$ cat config.mk
export PLATFORM = sky130hd
export DESIGN_NAME = restoring_divider
export DESIGN_NICKNAME = d
export VERILOG_FILES = /design/src/rtl/restoring_divider.sv
export SDC_FILE = /design/constraint.sdc
export NUM_CORES = 1
export LEC_CHECK = 0
export ABC_AREA = 1
export BUFFER_PORTS_ARGS = -buffer_cell sky130_fd_sc_hd__clkbuf_2
export CORE_MARGIN = 4
export CORE_UTILIZATION = 55
export DETAILED_ROUTE_END_ITERATION = 8
export PLACE_DENSITY = 0.77
export SKIP_LAST_GASP = 1
export SLEW_MARGIN = 10
export SYNTH_ARGS = -nofsm -noshare
export SYNTH_HDL_FRONTEND = slang
export SYNTH_SLANG_ARGS = --single-unit
$ cat constraint.sdc
create_clock -name Clk_i -period 2.2 [get_ports Clk_i]
set_input_delay 0.44 -clock Clk_i [delete_from_list [all_inputs] [get_ports Clk_i]]
set_output_delay 0.44 -clock Clk_i [all_outputs]
set_load 0.05 [all_outputs]
$ cat src/rtl/restoring_divider.sv
// Sequential 8-bit restoring divider: one shift-subtract step per cycle, result held until Execute drops.
// Optional macro DIV_SIGNED_EN selects two's-complement operands (truncating division); default is unsigned.
module restoring_divider (
    input  logic       Clk_i,
    input  logic       Reset_n_i,
    input  logic       Execute_i,
    input  logic [7:0] Dividend_i,
    input  logic [7:0] Divisor_i,
    output logic [7:0] Quotient_o,
    output logic [7:0] Remainder_o,
    output logic       Busy_o,
    output logic       Done_o,
    output logic       Div_By_Zero_o
);

    typedef enum logic [2:0] {IDLE, CHECK, ITER, FIX, DONE} state_t;

    state_t      state_q, state_d;
    logic [8:0]  r_q, r_d;
    logic [7:0]  q_q, q_d;
    logic [7:0]  d_q, d_d;
    logic [2:0]  cnt_q, cnt_d;
    logic        dz_q, dz_d;
    logic [7:0]  quot_q, quot_d;
    logic [7:0]  rem_q, rem_d;
    logic        dbz_q, dbz_d;

    logic [9:0]  shifted;
    logic [9:0]  diff;
    logic        fits;
    logic [7:0]  rem_src;
    logic [7:0]  quot_fix;
    logic [7:0]  rem_fix;
    logic [7:0]  dividend_in;
    logic [7:0]  divisor_in;

    // {R,Q} shifted left by one; R never exceeds the divisor, so bit 9 stays clear.
    assign shifted = {r_q, q_q[7]};
    assign diff    = shifted - {2'b00, d_q};
    assign fits    = ~diff[9];
    // On a zero divisor Q still holds the untouched (magnitude of the) dividend.
    assign rem_src = (state_q == CHECK) ? q_q : r_q[7:0];

`ifdef DIV_SIGNED_EN
    logic sn_q, sn_d;
    logic sd_q, sd_d;

    always_ff @(posedge Clk_i or negedge Reset_n_i) begin
        if (!Reset_n_i) begin
            sn_q <= 1'b0;
            sd_q <= 1'b0;
        end else begin
            sn_q <= sn_d;
            sd_q <= sd_d;
        end
    end

    always_comb begin
        sn_d = sn_q;
        sd_d = sd_q;
        if (state_q == IDLE && Execute_i) begin
            sn_d = Dividend_i[7];
            sd_d = Divisor_i[7];
        end
    end

    assign dividend_in = Dividend_i[7] ? (~Dividend_i + 8'd1) : Dividend_i;
    assign divisor_in  = Divisor_i[7]  ? (~Divisor_i  + 8'd1) : Divisor_i;
    assign quot_fix    = (sn_q ^ sd_q) ? (~q_q + 8'd1) : q_q;
    assign rem_fix     = sn_q ? (~rem_src + 8'd1) : rem_src;
`else
    assign dividend_in = Dividend_i;
    assign divisor_in  = Divisor_i;
    assign quot_fix    = q_q;
    assign rem_fix     = rem_src;
`endif

    always_ff @(posedge Clk_i or negedge Reset_n_i) begin
        if (!Reset_n_i) begin
            state_q <= IDLE;
            r_q     <= 9'd0;
            q_q     <= 8'd0;
            d_q     <= 8'd0;
            cnt_q   <= 3'd0;
            dz_q    <= 1'b0;
            quot_q  <= 8'd0;
            rem_q   <= 8'd0;
            dbz_q   <= 1'b0;
        end else begin
            state_q <= state_d;
            r_q     <= r_d;
            q_q     <= q_d;
            d_q     <= d_d;
            cnt_q   <= cnt_d;
            dz_q    <= dz_d;
            quot_q  <= quot_d;
            rem_q   <= rem_d;
            dbz_q   <= dbz_d;
        end
    end

    always_comb begin
        state_d = state_q;
        r_d     = r_q;
        q_d     = q_q;
        d_d     = d_q;
        cnt_d   = cnt_q;
        dz_d    = dz_q;
        quot_d  = quot_q;
        rem_d   = rem_q;
        dbz_d   = dbz_q;
        unique case (state_q)
            IDLE: begin
                if (Execute_i) begin
                    q_d     = dividend_in;
                    d_d     = divisor_in;
                    r_d     = 9'd0;
                    cnt_d   = 3'd0;
                    dz_d    = 1'b0;
                    state_d = CHECK;
                end
            end
            // Two cycles: register the zero compare, then branch on it.
            CHECK: begin
                if (cnt_q == 3'd0) begin
                    dz_d  = (d_q == 8'd0);
                    cnt_d = 3'd1;
                end else begin
                    cnt_d = 3'd0;
                    if (dz_q) begin
                        quot_d  = 8'hFF;
                        rem_d   = rem_fix;
                        dbz_d   = 1'b1;
                        state_d = DONE;
                    end else begin
                        state_d = ITER;
                    end
                end
            end
            ITER: begin
                r_d   = fits ? diff[8:0] : shifted[8:0];
                q_d   = {q_q[6:0], fits};
                cnt_d = cnt_q + 3'd1;
                if (cnt_q == 3'd7) begin
                    state_d = FIX;
                end
            end
            FIX: begin
                quot_d  = quot_fix;
                rem_d   = rem_fix;
                dbz_d   = 1'b0;
                state_d = DONE;
            end
            DONE: begin
                if (!Execute_i) begin
                    state_d = IDLE;
                end
            end
            default: state_d = IDLE;
        endcase
    end

    assign Quotient_o    = quot_q;
    assign Remainder_o   = rem_q;
    assign Div_By_Zero_o = dbz_q;
    assign Busy_o        = (state_q == CHECK) || (state_q == ITER) || (state_q == FIX);
    assign Done_o        = (state_q == DONE);

endmodule
Word level (Yosys, flattened, before mapping)
Index checks and enable logic that the tools add are counted.

Flip-flop bits (word level): 49. Input bits: 19. Output and inout port bits: 19. Word-level logic and storage cells: 65.

Add/sub/neg operators: 2. Equality and inequality tests: 11. Mux-type cells: 27. Bitwise operators: 1. Reductions and logical operators: 15.

Operators with widths (number): two-way mux 8 bit (6); case mux 8 bit (2 select lines) (3); two-way mux 3 bit (6); two-way mux 9 bit (2); case mux 9 bit (2 select lines) (1); case mux 3 bit (5 select lines) (1); inequality test 2 bit, second input constant (5); subtractor 10 x 8 -> 10 bit (1); case mux 3 bit (3 select lines) (1); zero test 8 bit (1); == test 3 x 2 -> 1 bit, second input constant (2); == test 3 bit, second input constant (2); zero test 3 bit (2); AND reduction 2 bit (3); AND reduction 3 bit (2); nonzero test 2 bit (3); two-way mux 1 bit (5); case mux 1 bit (2 select lines) (2); AND reduction 4 bit (1); adder 3 x 1 -> 3 bit, second input constant (1); == test 3 x 1 -> 1 bit, second input constant (1); nonzero test 3 bit (1); logical OR 1 bit (2); inequality test 2 x 1 -> 1 bit, second input constant (1); NOT 1 bit (1).

Logic depth before layout (Yosys ltp)
Gate-level depths: netlist of the first run.

Depth after elaboration: 5. Gate-level depth with buffers: 13. Mapped depth without buffers: 13.

Worst setup path after synthesis of the first run
Ideal clock, no wire load.

Kind: register to register. From: register state_q[1]. To: register state_q[0]. Setup time: 0.128 ns. Arrival time: 2.019 ns. Required time: 2.072 ns. Path slack: 0.052 ns. Cell stages (with the launch flop): 5. Path buffers: 0. Period minus slack after synthesis: 2.148 ns. Cells stage by stage: dfrtp_1 -> nor3_1 -> nand2_1 -> o2111ai_1 -> o21ai_0.

Longest elaborated chain between the ends: 3. Elaborated cells on any way between the ends: 11. Classes of those cells: eq/ne (8); mux (1); reduce/logical (2).

RTL lines: start: declaration (RTL line 18) `state_t state_q, state_d;`; start signal: assignment (RTL line 90) `state_q <= state_d;`; == test 3 bit (*); named net Done_o (RTL line 12) `output logic Done_o,`; inequality test 2 bit (no source line); AND reduction 4 bit (no source line).

The timed path passes the listed nets; every way through them passes the cells marked *. A chain may end at the register's enable or synchronous reset.

Final worst setup path of the first run
From: register r_q[5]. To: register r_q[3].

Longest elaborated chain between the ends: 3.

RTL lines: start: declaration (RTL line 19) `logic [8:0] r_q, r_d;`; start signal: assignment (RTL line 91) `r_q <= r_d;`; subtractor 10 x 8 -> 10 bit (RTL line 39) `assign diff = shifted - {2'b00, d_q};`; two-way mux 9 bit (RTL line 141) `r_d = fits ? diff[8:0] : shifted[8:0];`; case mux 9 bit (2 select lines) (RTL line 112) `unique case (state_q)`.

Every way passes these cells.

==> metrics.md, run 1 <==
| Metric | Value |
|---|---|
| Clock tree skew after final layout | 0.00784 ns |
| Leftover overflow at the end of global routing | 0 |
| Classification of the worst-slack hold path | in2async |
| Overall track demand over capacity in global routing | 22.0% |
| Most frequent CP cell | nand2_1 |
| Max Buffers Root-to-Sink | 2 |
| Filler cell count | 454 |
| Vias in the first global route | 2315 |
| Total wire length after detailed routing | 6.43 mm |
| CP max stage delay | 0.44 ns |
| Drt initial violations | 185 |
| Area of the core | 0.00485 mm2 |
| Final setup slack of the worst path | 0.152 ns |
| Total of buffers placed on input and output ports | 37 |
| CTS Root Buffer Type | clkbuf_8 |
| Post-CTS setup buffers | 0 |
| Met2 track demand over resource in global routing | 34.2% |
| Grt met1 use | 31.2% |
| Maximum fanout count along the critical path | 9 |
| Number of nets in the finished design | 430 |
| Placed Cells incl. Taps | 459 |
| Part of the Yosys area used for sequential elements | 43.7% |
| Initial antenna violation count | 0 |
| Slew at the pin closest to its max-slew limit | 0.647 ns |
| Number of nets in the synthesized netlist | 389 |
| Status | finished clean |
| H-tree Lvls | 2 |
| Dominant synthesized flop cell | dfrtp_1 |
| Chip Height | 79.5 um |
| Number of storage elements in the synthesis netlist | 49 |
| Yosys cell types | 34 |
| Post-synthesis cell area | 0.00281 mm2 |
| Kind of critical path | reg2reg |
| Die width | 79.5 um |
| Data arrival time at the worst-slack endpoint | 2.25 ns |
| Fraction of layout instances using a drive strength above 1 | 17.5% |
| Highest-count cells in the layout ignoring fill and taps | 102 x nand2_1, 49 x dfrtp_1, 48 x inv_1 |
| Site Rows | 25 |
| Count of max-cap constraint violations | 0 |
| Max Slew Vio Count | 0 |
| Clock network latency to the later pin of the worst-skew pair | 0.30 ns |
| Via density | 5.28 |
| Number of primary I/O pins | 38 |
| ANT cells | 0 |
| Non-filler cells in the finished layout | 467 |
| Die area | 0.00631 mm2 |
| Hold Vio Cnt, Final | 0 |
| Avg Inst Size Synth | 7.84 um2 |
| Hold-fix buffer count after cts | 0 |
| RSZ-0062 raised after global routing | false |
| Post-route antenna net violation count | 0 |
| Starting density of the core | 57.9% |
| Warnings from Yosys | 0 |
| GR met3 Demand/Resource | 3.61% |
| Post-synth EDFFs | 0 |
| First-pass GRT wire length | 10.9 mm |
| FFs w/ async S/R, synth | 100% |
| Maximum number of pins on one net before global-route repair | 26 |
| Max Fclk | 0.488 GHz |
| CP startpoint kind | flop |
| Area growth from synthesis to layout | 11.7% |
| Time the final worst path needs with I/O delays and setup | 2.05 ns |
| Critical path endpoint category | flop |
| Grt peak-use layer | met2 |
| TritonCTS buffer count | 5 |
| Gate count after technology mapping | 358 |
| Average wire length per cell after detail routing | 13.8 um |
| Post-DP HPWL | 4.91 mm |
| Req. time, crit path | 2.41 ns |
| Max_slew headroom | 56.7% |
| Number of search-and-repair iterations in the first detailed-routing pass | 5 |
| Commonest non-fill, non-tap cell in the layout | nand2_1 |
| Clock transition at the registers of the reported paths | 0.10 ns |
| Final TNS setup | 0 ns |
| Standard cell with the maximum stage delay on the critical path | dfrtp_1 |
| Post-placement setup slack | 0.188 ns |
| Cells along the critical path | ha_1, nand2_1, nand2_1, a21oi_1, nand3_1, nand2_2, nand3b_1, nand3_1, nand2_1 |
| Total clock sinks | 49 |
| Setup-violating endpoint count in the final report | 0 |
| Share of the clock period used by the worst path | 93.1% |
| End-of-flow core utilization | 64.7% |
| Post-cts gate resize count | 0 |
| Total via count in the routed design | 2466 |
| Number of design rule violations left after detail routing | 0 |
| Final Wtd Congestion | 0.865 |
| TritonCTS clock tree | done |
## Yosys cell counts, types with 3 or more instances
library cell / number / area, um2
a31oi_1: 8 / 50.1
nand2_1: 102 / 383
nand4_1: 3 / 18.8
buf_2: 5 / 25.0
nand3_1: 33 / 165
nor2_2: 4 / 25.0
o21ai_0: 17 / 85.1
nor2_1: 24 / 90.1
o21ai_1: 5 / 25.0
inv_1: 48 / 180
inv_2: 3 / 11.3
ha_1: 11 / 138
nand2_2: 3 / 18.8
a21oi_1: 12 / 60.1
dfrtp_1: 49 / 1230
nand3b_1: 6 / 45.0
## flip-flops by register name, summed over array words and instances (netlist names)
signal,cells
r_q,9
q_q,8
cnt_q,3
dz_q,1
d_q,8
Quotient_o,8
Remainder_o,8
state_q,3
Div_By_Zero_o,1
## critical path: cells and delay by family (launching register included)
family	cells	cell delay, ns
compound gates	1	0.28
flops	1	0.44
fa+ha+maj	1	0.38
simple gates	7	0.84
## worst paths after layout
check | start | to | slack (ns) | depth (start not counted)
max | r_q[5] | r_q[3] | 0.15 | 9
min | Reset_n_i | r_q[8] | 0.06 | 1
max reg2reg | r_q[5] | r_q[3] | 0.15 | 9
min reg2reg | Div_By_Zero_o | Div_By_Zero_o | 0.50 | 2
max in group asynchronous | Reset_n_i | d_q[7] | 1.50 | 2
min in group Clk_i | Divisor_i[1] | d_q[1] | 0.34 | 3
## kinds of logic (layout without fill, tap and decap cells)
family                     Yosys count  after routing  share of synthesized area, %
and+or+nand+nor                    186            186                          30.7
buffers and inverters               61            103                          9.58
DFF                                 49             49                          43.7
AOI/OAI and AO/OA                   47             47                          9.49
adders and majority gates           12             12                          5.61
xor gates and xnor gates             3              3                         0.936
## per-layer routing
layer | share of wire [%] | vias up | routed length (um)
met4 | 1.9 | 0 | 125
met3 | 4.6 | 13 | 294
met1 | 46 | 1135 | 2970
met2 | 47 | 80 | 3050
met5 | 0 | - | 0
li1 | - | 1238 | -
## cell type report
type / count / area (um2) / area share [%]
inverters: 52 / 198 / 6.30
flip-flops and latches: 49 / 1230 / 39.1
well taps: 67 / 83.8 / 2.67
multi-input cells: 248 / 1310 / 41.8
clock buffers: 6 / 72.6 / 2.31
repair buffers: 43 / 230 / 7.34
clock inverters: 2 / 13.8 / 0.439
## through the flow
| step | hold slack [ns] | cell area, um2 |
|---|---|---|
| 2_1_floorplan | 0.144 | 2810 |
| 3_5_place_dp | 0.412 | 3050 |
| 6_report | 0.0641 | 3140 |
| 3_3_place_gp | 0.415 | 3050 |
| 5_1_grt | 0.0863 | 3140 |
| 4_1_cts | 0.0776 | 3140 |
Power of run 1 is left out: the tool's default activity adds up to more than one toggle a clock period on the data nets, which glitch-free logic cannot reach.
==> run 2: changes to the inputs <==
--- a/config.mk
+++ b/config.mk
@@ -6,11 +6,11 @@
 export NUM_CORES = 1
 export LEC_CHECK = 0
 export ABC_AREA = 1
-export BUFFER_PORTS_ARGS = -buffer_cell sky130_fd_sc_hd__clkbuf_2
+export BUFFER_PORTS_ARGS = -buffer_cell sky130_fd_sc_hd__buf_2
 export CORE_MARGIN = 4
-export CORE_UTILIZATION = 55
+export CORE_UTILIZATION = 40
 export DETAILED_ROUTE_END_ITERATION = 8
-export PLACE_DENSITY = 0.77
+export PLACE_DENSITY = 0.64
 export SKIP_LAST_GASP = 1
 export SLEW_MARGIN = 10
 export SYNTH_ARGS = -nofsm -noshare
==> run 2 against run 1 <==
Compared with the run above:
- setup slack better by 0.025 ns
- maximum frequency is 1.3% higher
- non-clock buffer count is 1 lower
- critical endpoint is now r_q[2]
- clock skew is 0.0016 ns lower
- first-iteration DRC count is 37% lower
- design area is 2.2% higher
- die area is 33% higher
- via count is 3.2% lower
- global-route usage is 5.6 points lower
==> metrics.md, run 2 (same netlist as run 1, synthesis figures left out) <==
| Metric | Value |
|---|---|
| Max Fclk | 0.495 GHz (was 0.488 GHz) |
| TritonCTS buffer count | 5 (unchanged) |
| CP startpoint kind | flop (unchanged) |
| Via density | 4.82 (was 5.28) |
| Total wire length after detailed routing | 6.52 mm (was 6.43 mm) |
| RSZ-0062 raised after global routing | false (unchanged) |
| Chip Height | 91.8 um (was 79.5 um) |
| Share of the clock period used by the worst path | 91.9% (was 93.1%) |
| Number of search-and-repair iterations in the first detailed-routing pass | 4 (was 5) |
| Placed instance area | 0.00309 mm2 (was 0.00305 mm2) |
| Final std cell area, no fill | 0.00320 mm2 (was 0.00314 mm2) |
| CP max stage delay | 0.44 ns (about the same) |
| Final Wtd Congestion | 0.883 (was 0.865) |
| Number of nets in the finished design | 429 (was 430) |
| Count of max-cap constraint violations | 0 (unchanged) |
| Post-DP HPWL | 5.06 mm (was 4.91 mm) |
| Die area | 0.00842 mm2 (was 0.00631 mm2) |
| Area of the core | 0.00679 mm2 (was 0.00485 mm2) |
| Post-route antenna net violation count | 0 (unchanged) |
| ANT cells | 0 (unchanged) |
| TritonCTS clock tree | done (unchanged) |
| Starting density of the core | 41.3% (was 57.9%) |
| R2R Path End | r_q[2] (was r_q[3]) |
| Cell type group with the largest total delay on the critical path | simple AND/OR/NAND/NOR gates (unchanged) |
| Clock tree skew after final layout | 0.00624 ns (was 0.00784 ns) |
| Max Buffers Root-to-Sink | 2 (unchanged) |
| Fraction of layout instances using a drive strength above 1 | 17.5% (about the same) |
| Total of buffers placed on input and output ports | 37 (unchanged) |
| CP Depth | 9 (unchanged) |
| Number of buffer and inverter instances along the worst setup path | 0 (unchanged) |
| Cells along the critical path | ha_1, nand2_1, nand2_1, a21oi_1, nand3_1, nand2_2, nand3_1, nand3_1, nand2_1 (was ha_1, nand2_1, nand2_1, a21oi_1, nand3_1, nand2_2, nand3b_1, nand3_1, nand2_1) |
| Launch point of the worst path | r_q[5] (unchanged) |
| Initial antenna violation count | 0 (unchanged) |
| Commonest non-fill, non-tap cell in the layout | nand2_1 (unchanged) |
| Slew at the pin closest to its max-slew limit | 0.637 ns (was 0.647 ns) |
| Critical path endpoint category | flop (unchanged) |
| Die width | 91.8 um (was 79.5 um) |
| Final setup slack of the worst path | 0.178 ns (was 0.152 ns) |
| FF-to-FF setup slack | 0.18 ns (was 0.15 ns) |
| Setup-violating endpoint count in the final report | 0 (unchanged) |
| Classification of the worst-slack hold path | in2async (unchanged) |
| Average wire length per cell after detail routing | 13.2 um (was 13.8 um) |
| Leftover overflow at the end of global routing | 0 (unchanged) |
| Total via count in the routed design | 2387 (was 2466) |
| Total clock sinks | 49 (unchanged) |
| Site Rows | 30 (was 25) |
| Clock network latency to the later pin of the worst-skew pair | 0.30 ns (about the same) |
| Drt initial violations | 116 (was 185) |
| Overall track demand over capacity in global routing | 16.4% (was 22.0%) |
| CTS Root Buffer Type | clkbuf_8 (unchanged) |
| Hold Vio Cnt, Final | 0 (unchanged) |
| Maximum number of pins on one net before global-route repair | 27 (was 26) |
| Status | finished clean (unchanged) |
| Filler cell count | 677 (was 454) |
| Area growth from synthesis to layout | 14.1% (was 11.7%) |
| Post-placement setup slack | 0.212 ns (was 0.188 ns) |
| Maximum fanout count along the critical path | 10 (was 9) |
| Highest-count cells in the layout ignoring fill and taps | 102 x nand2_1, 49 x dfrtp_1, 48 x inv_1 (unchanged) |
| Max Slew Vio Count | 0 (unchanged) |
| Standard cell with the maximum stage delay on the critical path | dfrtp_1 (unchanged) |
| Hold-fix buffer count after cts | 0 (unchanged) |
| First-pass GRT wire length | 11.2 mm (was 10.9 mm) |
| Number of primary I/O pins | 38 (unchanged) |
| Post-CTS setup buffers | 0 (unchanged) |
| Final TNS setup | 0 ns (unchanged) |
| Number of design rule violations left after detail routing | 0 (unchanged) |
| H-tree Lvls | 2 (unchanged) |
| Post-cts gate resize count | 0 (unchanged) |
| Data arrival time at the worst-slack endpoint | 2.22 ns (was 2.25 ns) |
| Clock transition at the registers of the reported paths | 0.10 ns (about the same) |
| Worst reg2reg startpoint | r_q[5] (unchanged) |
| Critical Path End | r_q[2] (was r_q[3]) |
| Register with the most flip-flops | r_q (unchanged) |
| Time the final worst path needs with I/O delays and setup | 2.02 ns (was 2.05 ns) |
| Kind of critical path | reg2reg (unchanged) |
| Largest register FFs | 9 (unchanged) |
| Req. time, crit path | 2.40 ns (was 2.41 ns) |
| Cell count of the worst reg-to-reg path | 9 (unchanged) |
| Max_slew headroom | 57.3% (was 56.7%) |
| Vias in the first global route | 2361 (was 2315) |
[run 2: changes by cell type in the layout (fill, tap and decap cells not counted), sizes merged]
cell    change
clkbuf     -38
buf        +36
bufinv      +1
[run 2: cell type report]
class	count	area [um2]	share of cell area (%)
clock inverters	3	43.8	1.37
repair buffers	42	235	7.34
clock buffers	5	68.8	2.15
flip-flops and latches	49	1230	38.3
inverters	52	198	6.17
well taps	96	120	3.75
multi-input cells	248	1310	41.0
[run 2: metal layers]
layer | routed length, um | vias to the layer above | global-route usage, %
li1 | - | 1236 | -
met1 | 3060 | 1108 | 22.3
met2 | 3160 | 35 | 27.1
met3 | 205 | 8 | 2.63
met4 | 85 | 0 | 4.58
met5 | 0 | - | 0
[run 2: worst min-delay path by stage]
stage | from | to | slack (ns) | cells after the start
2_1_floorplan | Reset_n_i | Div_By_Zero_o | 0.14 | 0
3_3_place_gp | Reset_n_i | Div_By_Zero_o | 0.47 | 1
3_5_place_dp | Reset_n_i | Div_By_Zero_o | 0.48 | 1
4_1_cts | Reset_n_i | Quotient_o[6] | 0.14 | 1
5_1_grt | Reset_n_i | Div_By_Zero_o | 0.16 | 1
6_report | Reset_n_i | Div_By_Zero_o | 0.13 | 1
[run 2: metrics by stage]
step                hold WS [ns]  instances  util, %
floorplan                  0.144        358        -
global placement           0.472        487     45.5
detailed placement         0.477        487     45.5
CTS                        0.141        495     47.2
global route               0.163        495     47.2
finish                     0.129        495     47.2
Power of run 2 is left out for the same reason.
